### src/rtl/pipe_stage_reg_if.sv
// ---------------------------------------------------------------------------
// pipe_stage_reg_if
//   Bundle of signals between the hazard unit / upstream stage, one
//   pipe_stage_reg instance and the downstream stage.
//
//   Handshake: there is no ready/backpressure. out_valid qualifies out_data
//   on every cycle it is high; upstream holds a word by asserting stall,
//   which freezes the register contents; flush turns the contents into a bubble.
//
//   Signals
//     in_valid   upstream word is a real instruction
//     in_data    LANES*DATA_W payload, lane k = in_data[k*DATA_W +: DATA_W]
//     stall      hold current contents
//     flush      request bubble
//     out_valid  latched valid bit
//     out_data   latched payload
//     flush_pend deferred flush armed
//     stall_cnt  saturating count of held cycles with out_valid=1
//     flush_cnt  saturating count of applied clears
//
//   Modports
//     master  drives the inputs, observes the outputs (hazard unit / bench)
//     slave   the pipeline register itself
// ---------------------------------------------------------------------------
interface pipe_stage_reg_if #(
  parameter int DATA_W = 32,
  parameter int LANES  = 2,
  parameter int CNT_W  = 16
) ();
  logic                    in_valid;
  logic [LANES*DATA_W-1:0] in_data;
  logic                    stall;
  logic                    flush;
  logic                    out_valid;
  logic [LANES*DATA_W-1:0] out_data;
  logic                    flush_pend;
  logic [CNT_W-1:0]        stall_cnt;
  logic [CNT_W-1:0]        flush_cnt;

  modport master (
    output in_valid, in_data, stall, flush,
    input  out_valid, out_data, flush_pend, stall_cnt, flush_cnt
  );

  modport slave (
    input  in_valid, in_data, stall, flush,
    output out_valid, out_data, flush_pend, stall_cnt, flush_cnt
  );
endinterface

### src/rtl/pipe_stage_reg.sv
// ---------------------------------------------------------------------------
// pipe_stage_reg
//   Inter-stage pipeline latch (IF/ID, ID/EX, EX/MEM, MEM/WB) carrying LANES
//   payload words plus a valid bit. Supports stall (hold), flush (bubble)
//   applied either on the same edge or one edge later, and saturating
//   stall/flush event counters for performance monitoring.
//
//   Ports
//     clk    rising-edge clock
//     rst_n  asynchronous active-low reset
//     bus    pipe_stage_reg_if.slave: in_valid, in_data, stall, flush in;
//            out_valid, out_data, flush_pend, stall_cnt, flush_cnt out
//
//   Per-edge priority: clear > stall > load. All outputs are flop outputs,
//   there is no combinational path from any input to any output.
//   This block has no FSM; its entire state is visible on the outputs.
// ---------------------------------------------------------------------------
module pipe_stage_reg #(
  parameter int                DATA_W        = 32,
  parameter int                LANES         = 2,
  parameter int                FLUSH_DELAYED = 1,
  parameter logic [DATA_W-1:0] CLR_VAL       = '0,
  parameter int                CNT_W         = 16
) (
  input  logic            clk,
  input  logic            rst_n,
  pipe_stage_reg_if.slave bus
);

  localparam int                PW      = LANES * DATA_W;
  localparam logic [PW-1:0]     CLR_VEC = {LANES{CLR_VAL}};
  localparam logic [CNT_W-1:0]  CNT_MAX = '1;
  localparam logic [CNT_W-1:0]  CNT_ONE = {{(CNT_W-1){1'b0}}, 1'b1};
  localparam bit                DEFER   = (FLUSH_DELAYED != 0);

  logic             r_valid;
  logic [PW-1:0]    r_data;
  logic             r_flush_pend;
  logic [CNT_W-1:0] r_stall_cnt;
  logic [CNT_W-1:0] r_flush_cnt;

  logic             w_clr;

  // In deferred mode the clear acts on the flush seen one edge earlier;
  // in immediate mode the pending flop stays at 0 and flush acts directly.
  assign w_clr = DEFER ? r_flush_pend : bus.flush;

  always_ff @(posedge clk or negedge rst_n) begin
    if (!rst_n) begin
      r_valid      <= 1'b0;
      r_data       <= CLR_VEC;
      r_flush_pend <= 1'b0;
      r_stall_cnt  <= '0;
      r_flush_cnt  <= '0;
    end else begin
      // Tracks flush every edge, independent of stall.
      r_flush_pend <= DEFER ? bus.flush : 1'b0;

      if (w_clr) begin
        r_valid <= 1'b0;
        r_data  <= CLR_VEC;
        if (r_flush_cnt != CNT_MAX) begin
          r_flush_cnt <= r_flush_cnt + CNT_ONE;
        end
      end else if (bus.stall) begin
        // Holding a bubble is not a real stall and is not counted.
        if (r_valid && (r_stall_cnt != CNT_MAX)) begin
          r_stall_cnt <= r_stall_cnt + CNT_ONE;
        end
      end else begin
        // Payload is loaded even for invalid words; out_valid qualifies it.
        r_valid <= bus.in_valid;
        r_data  <= bus.in_data;
      end
    end
  end

  assign bus.out_valid  = r_valid;
  assign bus.out_data   = r_data;
  assign bus.flush_pend = r_flush_pend;
  assign bus.stall_cnt  = r_stall_cnt;
  assign bus.flush_cnt  = r_flush_cnt;

endmodule

### src/flat_wrapper.sv
// flat-port wrapper written by rule: the top's interface ports become plain ports
module pipe_stage_reg_flat 
#(
  parameter int                DATA_W        = 32,
  parameter int                LANES         = 2,
  parameter int                FLUSH_DELAYED = 1,
  parameter logic [DATA_W-1:0] CLR_VAL       = '0,
  parameter int                CNT_W         = 16
)
  (clk, rst_n, bus_in_valid, bus_in_data, bus_stall, bus_flush, bus_out_valid, bus_out_data, bus_flush_pend, bus_stall_cnt, bus_flush_cnt);
  pipe_stage_reg_if #(.DATA_W(DATA_W), .LANES(LANES), .CNT_W(CNT_W)) bus_i ();
  input  logic clk;
  input  logic rst_n;
  input wire logic [$bits(bus_i.in_valid)-1:0] bus_in_valid;
  input wire logic [$bits(bus_i.in_data)-1:0] bus_in_data;
  input wire logic [$bits(bus_i.stall)-1:0] bus_stall;
  input wire logic [$bits(bus_i.flush)-1:0] bus_flush;
  output wire logic [$bits(bus_i.out_valid)-1:0] bus_out_valid;
  output wire logic [$bits(bus_i.out_data)-1:0] bus_out_data;
  output wire logic [$bits(bus_i.flush_pend)-1:0] bus_flush_pend;
  output wire logic [$bits(bus_i.stall_cnt)-1:0] bus_stall_cnt;
  output wire logic [$bits(bus_i.flush_cnt)-1:0] bus_flush_cnt;
  assign bus_i.in_valid = bus_in_valid;
  assign bus_i.in_data = bus_in_data;
  assign bus_i.stall = bus_stall;
  assign bus_i.flush = bus_flush;
  assign bus_out_valid = bus_i.out_valid;
  assign bus_out_data = bus_i.out_data;
  assign bus_flush_pend = bus_i.flush_pend;
  assign bus_stall_cnt = bus_i.stall_cnt;
  assign bus_flush_cnt = bus_i.flush_cnt;
  pipe_stage_reg #(.DATA_W(DATA_W), .LANES(LANES), .FLUSH_DELAYED(FLUSH_DELAYED), .CLR_VAL(CLR_VAL), .CNT_W(CNT_W)) u_core (.clk(clk), .rst_n(rst_n), .bus(bus_i));
endmodule
### config.mk
export PLATFORM = sky130hd
export DESIGN_NAME = pipe_stage_reg_flat
export DESIGN_NICKNAME = d
export VERILOG_FILES = /design/src/rtl/pipe_stage_reg_if.sv /design/src/rtl/pipe_stage_reg.sv /design/src/flat_wrapper.sv
export SDC_FILE = /design/constraint.sdc
export NUM_CORES = 1
export LEC_CHECK = 0
export ABC_AREA = 1
export BUFFER_PORTS_ARGS = -buffer_cell sky130_fd_sc_hd__buf_4
export CAP_MARGIN = 10
export CORE_MARGIN = 2
export CORE_UTILIZATION = 40
export DETAILED_ROUTE_END_ITERATION = 7
export PLACE_DENSITY = 0.69
export REMOVE_ABC_BUFFERS = 1
export SLEW_MARGIN = 20
export SYNTH_ARGS = -nofsm -noshare
export SYNTH_HDL_FRONTEND = slang
export SYNTH_SLANG_ARGS = --single-unit
### constraint.sdc
create_clock -name clk -period 2.47 [get_ports clk]
set_input_delay 0.3705 -clock clk [delete_from_list [all_inputs] [get_ports clk]]
set_output_delay 0.3705 -clock clk [all_outputs]
set_load 0.01 [all_outputs]
==> results_dict.tcl, run 1 <==
set metrics [dict create \
    synth_area_per_cell_um2 8.38 \
    clock_sinks 98 \
    avgViaCountPerCell 4.97 \
    cts_tree "built" \
    layout_setup_ws_ps 532 \
    antenna_found_initial 0 \
    dp_slack_ps 577 \
    pin_count 167 \
    p_total_mw 4.26 \
    crit_type "flip-flop to flip-flop" \
    final-setup-viol-count 0 \
    coreArea_um2 11000 \
    first_iter_violations 286 \
    cpPeakStageDelay_ps 530 \
    outcome "complete, no violations" \
    drc 0 \
    cp_top_family "simple AND/OR/NAND/NOR gates" \
    cts.path.max_buffers 2 \
    ff_latch_area_um2 2450 \
    die_y_um 111 \
    yosysSeqAreaShare_pct 53.8 \
    multi_input_area_um2 1870 \
    finish.utilization_pct 56.4 \
    vias 4161 \
    yosys_warnings 0 \
    placed_cell_area_um2 5890 \
    wire_per_inst_um 14.2 \
    synth-main-ff-cell "dfrtp_1" \
    gp_congestion 0.827 \
    cts_buffers 9 \
    synth_cells 544 \
    maxCapViolations 0 \
    use_met2_pct 29.8 \
    path_clk_slew_ps 60 \
    rsz0062_at_grt "no" \
    synth_top_area_share_pct 53.8 \
    tightest_slew_ps 717 \
    num-fill-cells 978 \
    portBuffers 166 \
    yosysTopAreaCell "dfrtp_1" \
    layout.nets 766 \
    cts.hold.buffers_added 0 \
    critPathBufInv 1 \
    busiest_layer "met2" \
    synth_area_um2 4560 \
    met3_usage_pct 7.65 \
    h-tree-depth 3 \
    num_rows 38 \
    ys_seq_elements 98 \
    finalCritPeriodShare_pct 78.5 \
    synth_cell_types 25 \
    ant_nets 0 \
    cts_root_buf "clkbuf_16" \
    cts_resized 0 \
    critPathSlowestCell "nand2_1" \
    initial_core_util_pct 41.5 \
    clock.fmax_mhz 516 \
    vdd_drop_max_uv 344 \
    drv_slew 0 \
    path_max_fanout 20 \
    worstPathArrival_ps 2170 \
    syn_to_final_growth_pct 36.0 \
    period_minus_slack_ps 1940 \
    drt_wl_total_um 11900 \
    path_cells "ha_1 > nand3_1 > inv_1 > nand2_1 > nand2_1 > nand2_1 > nand2_1 > nand2_1 > nand2_1" \
    dieWidth_um 111 \
    grt_use_met1_pct 25.7 \
    gr-total-overflow 0 \
    leakage_nw 3.26 \
    synthArstFlopShare_pct 100 \
    synth_edf_count 0 \
    power_density_nw_per_um2 688 \
    relSlewSlack_pct 52.1 \
    finalInstanceArea_um2 6200 \
    grt_pass1_vias 3953 \
    post-cts-setup-buffer-count 0 \
    synth.area.top_cells "dfrtp_1, nand3_1, nand2_1, buf_2, nor2_1" \
    crit_path_start_kind "flip-flop" \
    cp.required_ps 2700 \
    insertion_delay_ps 350 \
    drt_pass1_iterations 4 \
    drive_gt1_share_pct 29.2 \
    grt_max_degree 133 \
    hp-class "input port to asynchronous set/reset pin" \
    final_hold_viol_count 0 \
    path_common_cell "nand2_1" \
    grt_usage_pct 19.7 \
    end_kind "flip-flop" \
    grt_pass1_wl_um 19900 \
    die-area_um2 12300 \
    antenna_cells 0 \
    whs_ps 87.1 \
    worst_clock_skew_ps 4.00 \
    hpwl_um 7950 \
]
## where the power goes
part | internal, mW | leakage, nW | total (mW) | switching [mW]
registers | 1.77 | 1.28 | 1.95 | 0.179
logic | 0.406 | 1.83 | 0.836 | 0.430
clock network | 0.902 | 0.151 | 1.48 | 0.575
## flip-flops by register name (all words and copies together), names as in the netlist
register and cells:
u_core.bus.stall_cnt 16, u_core.bus.flush_pend 1, u_core.bus.out_valid 1, u_core.bus.flush_cnt 16, u_core.bus.out_data 64
## layout by cell type (no fill, tap or decap), drive strengths merged
master	instances
a31o	1
buf	170
bufinv	2
clkbuf	11
clkinv	2
dfrtp	98
ha	2
inv	22
nand2	178
nand3	139
nand3b	7
nand4	7
nor2	33
nor3	3
o21ai	11
xnor2	5
xor2	7
## kinds of logic after synthesis
kind of cell | after synthesis | share of synthesized area [%]
xor gates and xnor gates | 12 | 2.31
AOI/OAI and AO/OA | 12 | 1.40
adders and majority gates | 2 | 0.549
and+or+nand+nor | 367 | 36.8
DFF | 98 | 53.8
buffers and inverters | 53 | 5.16
## cell type report
type | instances | share of cell area [%]
Timing Repair Buffer | 170 | 21.0
Inverter | 23 | 1.45
Sequential cell | 98 | 39.6
Multi-Input combinational cell | 393 | 30.2
Tap cell | 140 | 2.83
Clock inverter | 3 | 1.05
Clock buffer | 11 | 3.92
## final timing paths
kind | from | to | slack [ps] | depth (start not counted)
setup / recovery | u_core.bus.stall_cnt[0] | u_core.bus.stall_cnt[13] | 530 | 9
hold / removal | rst_n | u_core.bus.out_data[62] | 90 | 2
setup reg to reg | u_core.bus.stall_cnt[0] | u_core.bus.stall_cnt[13] | 530 | 9
hold reg to reg | u_core.bus.out_data[29] | u_core.bus.out_data[29] | 510 | 2
max in group asynchronous | rst_n | u_core.bus.stall_cnt[11] | 2000 | 2
min in group clk | bus_flush | u_core.bus.flush_pend | 130 | 1
## layer usage
layer  up-vias  routed length [um]
li1       2081                   -
met1      1919                5060
met2       149                5480
met3        12                1200
met4         0                 181
met5         -                   0
## per-stage QoR
| step | TNS (ps) | instances |
|---|---|---|
| final | 0 | 838 |
| after floorplan | -39080 | 514 |
| after global routing | 0 | 838 |
| after global placement | 0 | 824 |
| after CTS | 0 | 838 |
| after detailed placement | 0 | 824 |
## cells in the mapped netlist, types with 2 or more instances
library cell  count
xor2_1            7
nor2_4            4
nand3_1         139
nor2_1           24
inv_1            21
nand3b_1          7
dfrtp_1          98
nor2_2            5
nand4_1           6
ha_1              2
nand2_1         170
buf_1             2
nor3_1            3
nand2_2           8
o21ai_1          10
buf_2            18
xnor2_1           5
clkbuf_1          8
No activity file was read; power rests on OpenSTA's default activity.
==> run 2: changes to the inputs <==
clock period = 1.8 ns   (was 2.47 ns; I/O delays follow)
==> run 2 against run 1 <==
  * Largest power group unchanged
  * Largest cell class unchanged
  * Clock power grew 41%
  * Global-route usage is 0.35 points higher
  * Sequential power up 37%
  * Setup slack lost 300 ps
==> results_dict.tcl, run 2 (synthesis results as in run 1) <==
set metrics [dict create \
    outcome "complete, no violations" \
    num_rows 38 \
    ff_latch_area_um2 2450 \
    h-tree-depth 3 \
    swShare_pct 28.1 \
    power_frac_comb_pct 19.8 \
    dieWidth_um 111 \
    cts_root_buf "clkbuf_16" \
    vias 4224 \
    multi_input_area_um2 1870 \
    power_density_nw_per_um2 945 \
    avgViaCountPerCell 4.99 \
    grt_pass1_vias 4204 \
    coreArea_um2 11000 \
    mostFrequentLayoutCell "buf_4" \
    relSlewSlack_pct 53.8 \
    wire_per_inst_um 14.4 \
    largest_reg_flops 64 \
    rsz0062_at_grt "no" \
    ant_nets 0 \
    power.internal_mw 4.27 \
    hp-class "input port to flip-flop" \
    clock.fmax_mhz 637 \
    final_cell_mix "buf_4, nand2_1, nand3_1" \
    die_y_um 111 \
    crit_type "flip-flop to flip-flop" \
    worstPathArrival_ps 1830 \
    path_max_fanout 7 \
    power.share.clock_pct 35.2 \
    period_minus_slack_ps 1570 \
    pin_count 167 \
    p_total_mw 5.93 \
    power_frac_seq_pct 45.0 \
    cts_tree "built" \
    clock_sinks 98 \
    leakage_nw 3.31 \
    drive_gt1_share_pct 29.9 \
    vdd_drop_max_uv 411 \
    path_clk_slew_ps 60 \
    final_hold_viol_count 0 \
    finish.utilization_pct 57.2 \
    crit_path_start_kind "flip-flop" \
    hpwl_um 8680 \
    initial_core_util_pct 41.5 \
    first_iter_violations 219 \
    drv_slew 0 \
    dp_slack_ps 247 \
    worst_clock_skew_ps 9.22 \
    gp_congestion 0.819 \
    final.setup.tns_ps 0 \
    cts_buffers 9 \
    insertion_delay_ps 330 \
    placed_cell_area_um2 5940 \
    tightest_slew_ps 693 \
    p_sw_mw 1.67 \
    syn_to_final_growth_pct 37.7 \
    die-area_um2 12300 \
    antenna_found_initial 0 \
    maxCapViolations 0 \
    path_cells "ha_1 > inv_1 > nor2_4 > nand2_2 > nor2_2 > nor2_1 > nand2_1 > o21ai_1" \
    finalInstanceArea_um2 6280 \
    cpPeakStageDelay_ps 420 \
    grt_pass1_wl_um 20400 \
    drc 0 \
    finalCritPeriodShare_pct 87.2 \
    cp.required_ps 2060 \
    antenna_cells 0 \
    whs_ps 52.8 \
    grt_usage_pct 20.0 \
    final_cell_count_no_fill 846 \
    drt_wl_total_um 12200 \
    layout_setup_ws_ps 230 \
    grt_max_degree 105 \
    drt_pass1_iterations 5 \
    cts.path.max_buffers 2 \
    final-setup-viol-count 0 \
    dp_cells 829 \
    num-fill-cells 1002 \
    portBuffers 166 \
    gr-total-overflow 0 \
    critPathSlowestCell "dfrtp_1" \
    end_kind "flip-flop" \
    layout.nets 772 \
]
run 2: changes by cell type in the layout (fill, tap and decap cells not counted):
| cell | before | now |
|---|---|---|
| inv_6 | 0 | 1 |
| dlygate4sd3_1 | 0 | 1 |
| clkinv_2 | 2 | 1 |
| clkinv_4 | 0 | 2 |
| buf_4 | 168 | 172 |
| buf_12 | 2 | 3 |
run 2: path summary, 6_finish.rpt:
| check | start | end | slack [ps] | cells past startpoint |
|---|---|---|---|---|
| hold / removal | bus_flush | u_core.bus.flush_pend | 50 | 1 |
| setup reg to reg | u_core.bus.flush_cnt[1] | u_core.bus.flush_cnt[9] | 230 | 8 |
| hold reg to reg | u_core.bus.out_data[30] | u_core.bus.out_data[30] | 510 | 2 |
| setup / recovery | u_core.bus.flush_cnt[1] | u_core.bus.flush_cnt[9] | 230 | 8 |
| min in group asynchronous | rst_n | u_core.bus.out_data[43] | 370 | 2 |
| max in group asynchronous | rst_n | u_core.bus.out_data[37] | 830 | 3 |
run 2: metal layers:
metal	GRT usage, %	wire length (um)
met5	0	0
met2	33.2	5980
met1	25.0	5070
met3	7.00	1040
met4	5.17	105
run 2: critical path: cells and delay by family, from the launching register on:
family | cells | cell delay [ps]
buf+inv | 1 | 110
compound gates | 1 | 80
fa+ha+maj | 1 | 230
simple gates | 5 | 650
flops | 1 | 420
run 2: final cells by class:
type                       count  share of cell area, %
timing repair buffer         176                   21.7
clock buffer                  11                   3.87
tap                          140                   2.79
sequential                    98                   39.1
inverter                      23                   1.43
multi-input combinational    393                   29.8
clock inverter                 5                   1.38
run 2: power by group through the flow:
stage,sequential [mW],combinational (mW),clock [mW]
detailed placement,2.70,1.19,0
global route,2.70,1.31,2.24
global placement,2.69,1.17,0
finish,2.67,1.18,2.09
CTS,2.66,1.20,2.15
floorplan,2.77,0.406,0
run 2: what timing repair did:
action | CTS | global route
hold endpoints to repair | 18 | 0
setup endpoints to repair | 0 | 0
hold buffers | 1 | 0
buffers inserted | 0 | 0
resized for setup | 0 | 0
